$ cat config.mk
export PLATFORM = sky130hd
export DESIGN_NAME = tt_uio_bus_arbiter
export DESIGN_NICKNAME = d
export VERILOG_FILES = /design/src/rtl/tt_uio_bus_arbiter.sv
export SDC_FILE = /design/constraint.sdc
export NUM_CORES = 1
export LEC_CHECK = 0
export ABC_AREA = 1
export BUFFER_PORTS_ARGS = -buffer_cell sky130_fd_sc_hd__buf_2
export CELL_PAD_IN_SITES_DETAIL_PLACEMENT = 0
export CELL_PAD_IN_SITES_GLOBAL_PLACEMENT = 1
export CORE_UTILIZATION = 30
export CTS_CLUSTER_DIAMETER = 60
export DETAILED_ROUTE_END_ITERATION = 6
export PLACE_DENSITY_LB_ADDON = 0.1
export SLEW_MARGIN = 20
export SYNTH_ARGS = -nofsm -noshare
export SYNTH_HDL_FRONTEND = slang
export SYNTH_SLANG_ARGS = --single-unit
$ cat constraint.sdc
create_clock -name clk -period 3.1 [get_ports clk]
set_clock_uncertainty 0.05 [all_clocks]
set_input_delay 0 -clock clk [delete_from_list [all_inputs] [get_ports clk]]
set_output_delay 0 -clock clk [all_outputs]
set_load 0.05 [all_outputs]
$ cat src/rtl/tt_uio_bus_arbiter.sv
`default_nettype none
// ============================================================================
// Module      : tt_uio_bus_arbiter
// Description : Round-robin time-sharing of the 8-bit bidirectional uio pad
//               bus between two requesters. Each tenure has a fixed pad
//               direction. Every hand-over is preceded by a high-Z turnaround.
//               Pad outputs and captured pad inputs are registered.
// Revision    : 1.0 - initial release
// ============================================================================
module tt_uio_bus_arbiter #(
  parameter int MAX_HOLD    = 16,  // beats per tenure before forced release (2..255)
  parameter int TURN_CYCLES = 1    // high-Z cycles between tenures (1..15)
) (
  input  logic       clk,
  input  logic       rst,
  input  logic       ena,
  input  logic [1:0] req,
  input  logic [1:0] req_dir,
  input  logic [1:0] req_last,
  input  logic [7:0] wdata0,
  input  logic [7:0] wdata1,
  output logic [1:0] gnt,
  output logic       rd_valid,
  output logic       rd_id,
  output logic [7:0] rd_data,
  output logic       timeout,
  input  logic [7:0] uio_in,
  output logic [7:0] uio_out,
  output logic [7:0] uio_oe
);

  localparam logic [1:0] c_st_idle = 2'd0;
  localparam logic [1:0] c_st_turn = 2'd1;
  localparam logic [1:0] c_st_own  = 2'd2;

  localparam logic [7:0] c_hold_last = 8'(MAX_HOLD - 1);
  localparam logic [3:0] c_turn_load = 4'(TURN_CYCLES - 1);

  logic [1:0] state_q,    state_d;
  logic       owner_q,    owner_d;
  logic       dir_q,      dir_d;
  logic       rr_ptr_q,   rr_ptr_d;
  logic [3:0] turn_cnt_q, turn_cnt_d;
  logic [7:0] hold_cnt_q, hold_cnt_d;
  logic [1:0] gnt_q,      gnt_d;
  logic       timeout_q,  timeout_d;
  logic [7:0] uio_out_q,  uio_out_d;
  logic [7:0] uio_oe_q,   uio_oe_d;
  logic       rd_valid_q, rd_valid_d;
  logic       rd_id_q,    rd_id_d;
  logic [7:0] rd_data_q,  rd_data_d;

  logic       w_pick;
  logic       w_other;
  logic       w_beat;
  logic       w_release;
  logic [7:0] w_wdata;

  // Arbitration helpers: IDLE pick favours rr_ptr, a beat is any OWN cycle
  // with the owner still requesting.
  always_comb begin
    w_pick  = req[rr_ptr_q] ? rr_ptr_q : ~rr_ptr_q;
    w_other = ~owner_q;
    w_beat  = (state_q == c_st_own) && req[owner_q];
    w_wdata = owner_q ? wdata1 : wdata0;
  end

  // Tenure FSM: arbitration, turnaround countdown, beat counting and release.
  always_comb begin
    state_d    = state_q;
    owner_d    = owner_q;
    dir_d      = dir_q;
    rr_ptr_d   = rr_ptr_q;
    turn_cnt_d = turn_cnt_q;
    hold_cnt_d = hold_cnt_q;
    gnt_d      = gnt_q;
    timeout_d  = 1'b0;
    w_release  = 1'b0;

    case (state_q)
      c_st_idle: begin
        gnt_d = 2'b00;
        if (ena && (req != 2'b00)) begin
          owner_d    = w_pick;
          dir_d      = req_dir[w_pick];
          turn_cnt_d = c_turn_load;
          state_d    = c_st_turn;
        end
      end

      c_st_turn: begin
        gnt_d = 2'b00;
        if (turn_cnt_q == 4'd0) begin
          state_d    = c_st_own;
          gnt_d      = owner_q ? 2'b10 : 2'b01;
          hold_cnt_d = 8'd0;
        end else begin
          turn_cnt_d = turn_cnt_q - 4'd1;
        end
      end

      c_st_own: begin
        // Dropped request beats req_last, which beats the hold limit.
        if (!req[owner_q]) begin
          w_release = 1'b1;
        end else if (req_last[owner_q]) begin
          w_release = 1'b1;
        end else if (hold_cnt_q == c_hold_last) begin
          w_release = 1'b1;
          timeout_d = 1'b1;
        end else begin
          hold_cnt_d = hold_cnt_q + 8'd1;
        end

        if (w_release) begin
          gnt_d    = 2'b00;
          rr_ptr_d = w_other;
          // A waiting peer skips IDLE so the bus never idles longer than the
          // mandatory turnaround.
          if (ena && req[w_other]) begin
            owner_d    = w_other;
            dir_d      = req_dir[w_other];
            turn_cnt_d = c_turn_load;
            state_d    = c_st_turn;
          end else begin
            state_d = c_st_idle;
          end
        end
      end

      default: begin
        state_d = c_st_idle;
        gnt_d   = 2'b00;
      end
    endcase
  end

  // Pad and capture pipelines: drive only in the cycle after a drive beat,
  // capture only on a sample beat; captured data/id persist between pulses.
  always_comb begin
    uio_oe_d   = 8'h00;
    uio_out_d  = 8'h00;
    rd_valid_d = 1'b0;
    rd_data_d  = rd_data_q;
    rd_id_d    = rd_id_q;
    if (w_beat && dir_q) begin
      uio_oe_d  = 8'hFF;
      uio_out_d = w_wdata;
    end
    if (w_beat && !dir_q) begin
      rd_valid_d = 1'b1;
      rd_data_d  = uio_in;
      rd_id_d    = owner_q;
    end
  end

  // State registers with synchronous reset; reset releases the pads at once.
  always_ff @(posedge clk) begin
    if (rst) begin
      state_q    <= c_st_idle;
      owner_q    <= 1'b0;
      dir_q      <= 1'b0;
      rr_ptr_q   <= 1'b0;
      turn_cnt_q <= 4'd0;
      hold_cnt_q <= 8'd0;
      gnt_q      <= 2'b00;
      timeout_q  <= 1'b0;
      uio_out_q  <= 8'h00;
      uio_oe_q   <= 8'h00;
      rd_valid_q <= 1'b0;
      rd_id_q    <= 1'b0;
      rd_data_q  <= 8'h00;
    end else begin
      state_q    <= state_d;
      owner_q    <= owner_d;
      dir_q      <= dir_d;
      rr_ptr_q   <= rr_ptr_d;
      turn_cnt_q <= turn_cnt_d;
      hold_cnt_q <= hold_cnt_d;
      gnt_q      <= gnt_d;
      timeout_q  <= timeout_d;
      uio_out_q  <= uio_out_d;
      uio_oe_q   <= uio_oe_d;
      rd_valid_q <= rd_valid_d;
      rd_id_q    <= rd_id_d;
      rd_data_q  <= rd_data_d;
    end
  end

  assign gnt      = gnt_q;
  assign timeout  = timeout_q;
  assign uio_out  = uio_out_q;
  assign uio_oe   = uio_oe_q;
  assign rd_valid = rd_valid_q;
  assign rd_id    = rd_id_q;
  assign rd_data  = rd_data_q;

endmodule
`default_nettype wire

==> results.py <==
metrics = {
    "place": {
        "hpwl_microns": 3312,
        "port_buffers": 61,
        "place_area_sq_um": 2188,
        "place_congestion": 0.7122,
    },
    "synth": {
        "synth.distinct_cells": 26,
        "synth_flop_cell": "dfxtp_1",
        "synth_commonest_cells": "nand2_1, dfxtp_1, a21oi_1, nor2_1, nand3_1",
        "synth.most_common_cell": "nand2_1",
        "synthTopCellsByArea": "dfxtp_1, nand2_1, a21oi_1",
        "syn_inst": 260,
        "synth-edff-count": 0,
        "synthesis.area_sq_um": 1884,
        "async_flop_share_pct": 0,
        "yosys.area.top_type_share_pct": 41.43,
        "synth_nets": 296,
        "ys_ff_latch": 39,
        "synth.yosys.seq_area_share_pct": 41.43,
        "synth_largest_area_cell": "dfxtp_1",
        "yosys_warnings": 0,
        "postSynthAreaPerCell_sq_um": 7.247,
    },
    "critical_path": {
        "slowest_delay_ps": 690,
        "path_max_fanout": 16,
        "critical_path.cell_chain": "inv_2 > nand2_1 > nand2_1 > nor2_2 > nand2_2 > nor2_4 > inv_2 > a21oi_1 > dlygate4sd3_1",
        "worstPathArrival_ps": 2890,
        "crit_path_start": "owner_q",
        "cp-start-kind": "flop",
        "crit_end": "uio_out[7]",
        "cp.required_ps": 3290,
        "r2r_start": "owner_q",
        "crit_type": "reg -> reg",
        "end_kind": "flop",
        "reg2reg_depth": 9,
        "crit_slowest_cell": "dfxtp_1",
        "r2r_slack_ps": 400,
        "r2r_end": "uio_out[7]",
    },
    "finish": {
        "postLayoutCellArea_sq_um": 2585,
        "syn_to_final_growth_pct": 37.18,
        "multiInputGateArea_sq_um": 929.6,
        "drive_gt1_share_pct": 28.24,
        "nets": 375,
        "fillerInstances": 648,
        "diodes": 0,
        "seqCellArea_sq_um": 780.7,
    },
    "sta": {
        "fin_crit_sh_pct": 86.94,
        "finalHoldViolations": 0,
        "fmaxAchievable_mhz": 371.0,
        "layout_min_cycle_time_ps": 2695,
        "tns_ps": 0,
        "rsz0062_at_grt": "false",
        "finalSetupViolations": 0,
        "hold_ws_ps": 22.33,
        "tightestPinTransition_ps": 575.3,
        "report.final.slew_viol_count": 0,
        "max_slew_margin_pct": 61.59,
    },
    "global_routing": {
        "gr-total-overflow": 0,
        "grt_max_degree": 20,
        "track_usage_pct": 16.13,
        "antenna_found_initial": 0,
        "grt_pass1_wl_microns": 8024,
        "grt_pass1_vias": 1752,
    },
    "detailed_routing": {
        "drc_errors": 0,
        "drt_iter0_markers": 67,
        "dr.pass1.iters": 3,
        "wirelength_microns": 4882,
        "vias": 1825,
        "drtAntennaViolNets": 0,
        "routed_via_density": 4.398,
        "wl_per_cell_microns": 11.76,
    },
    "cts": {
        "numCtsBuffers": 5,
        "cts_resized": 0,
        "clock_sinks": 39,
        "tritoncts": "done",
        "insertion_delay_ps": 290,
        "clkTransAtPathRegs_ps": 80,
        "clockRootBuffer": "clkbuf_8",
        "htree_num_levels": 2,
        "clk_path_buf_depth": 2,
        "cts_setup_buffers": 0,
    },
    "power": {
        "p_per_area_nw_per_um2": 559.8,
        "p_leak_uw": 0.001186,
        "p_sw_uw": 462.1,
        "p_clk_share_pct": 35.3,
        "p_int_uw": 984.9,
        "p_comb_share_pct": 25.3,
        "switching_share_pct": 31.93,
        "vdd_drop_max_uv": 213.1,
        "seq_power_share_pct": 39.4,
        "finalPower_uw": 1447,
    },
    "die": {
        "ios": 62,
        "die_w_microns": 81.25,
        "initial_utilization_pct": 31.45,
        "rows": 28,
        "die_y_microns": 81.25,
        "core_sq_um": 5991,
        "fp.dieArea_sq_um": 6602,
    },
    "hold_path": {
        "hold_path.class": "in -> reg",
    },
    "status": {
        "status": "finished, final reports clean",
    },
    "job": {
        "max_cap_violations": 0,
    },
}
-- sequential cells by signal (all words and copies together), names as in the netlist --
name,flops
state_q,2
uio_out,8
dir_q,1
rr_ptr_q,1
uio_oe,1
timeout,1
turn_cnt_q,4
owner_q,1
rd_id,1
gnt,2
rd_data,8
hold_cnt_q,8
rd_valid,1
-- per-layer routing --
layer | vias to the layer above | GRT usage [%] | share of wire (%)
li1 | 981 | - | -
met1 | 798 | 20.88 | 49
met2 | 40 | 25.46 | 45
met3 | 6 | 4.270 | 4.6
met4 | 0 | 6.071 | 1.3
met5 | - | 0 | 0
-- critical path, delay by kind of cell (launching register included) --
| kind | cells | cell delay [ps] |
|---|---|---|
| DFF | 1 | 690 |
| AOI/OAI and AO/OA | 1 | 140 |
| buffers and inverters | 3 | 910 |
| and+or+nand+nor | 5 | 870 |
-- worst min path at each step --
stage | from | cells after the start | end
3_5_place_dp | wdata1[7] | 3 | uio_out[7]
6_report | req_dir[1] | 5 | dir_q
3_3_place_gp | wdata0[7] | 3 | uio_out[7]
2_1_floorplan | wdata0[0] | 2 | uio_out[0]
4_1_cts | req_dir[1] | 5 | dir_q
5_1_grt | rst | 2 | rd_valid
-- cells by family (layout without fill, tap and decap cells) --
group           count (synthesis)  in the layout  share of synthesized area [%]
buf+inv                        36            116                          9.230
simple gates                  134            134                          32.74
fa+ha+maj                       3              3                          1.992
xor+xnor                        2              2                         0.9298
compound gates                 46             46                          13.68
flops                          39             39                          41.43
-- cell usage in the layout (no fill, tap or decap), drive strengths merged, types with 2 or more instances in the layout --
master / Yosys / layout
a22oi: 2 / 2
nand3: 22 / 22
buf: 10 / 61
clkbuf: 5 / 5
nor3: 2 / 2
nand2: 76 / 76
dfxtp: 39 / 39
inv: 21 / 21
o21ai: 10 / 10
dlygate4sd3: 0 / 26
ha: 3 / 3
nor2: 33 / 33
a21oi: 34 / 34
bufinv: 0 / 2
-- power by group through the flow --
stage / logic, uW / registers (uW) / clock network [uW]
5_1_grt: 425 / 575 / 549
2_1_floorplan: 258 / 593 / 0
3_5_place_dp: 349 / 582 / 0
3_3_place_gp: 347 / 582 / 0
4_1_cts: 370 / 571 / 524
6_report: 366 / 570 / 510
-- layout make-up --
type	instances	area share, %
clock inverters	3	2.614
repair buffers	87	21.88
inverters	21	3.049
multi-input cells	185	35.96
well taps	75	3.630
flip-flops and latches	39	30.20
clock buffers	5	2.662
-- timing repair --
action,in CTS,in global routing
endpoints found under the hold margin,17,0
endpoints found under the setup margin,0,0
hold buffers,26,0
-- stage by stage --
step	worst slack (ps)	std cells	utilization [%]
final	404.8	415	43.15
after global routing	144.5	415	43.15
after CTS	428.3	415	43.15
after detailed placement	958.0	381	36.53
after global placement	1044	381	36.53
after floorplan	1665	260	-
Note: power is estimated with default switching activity, not from simulation.
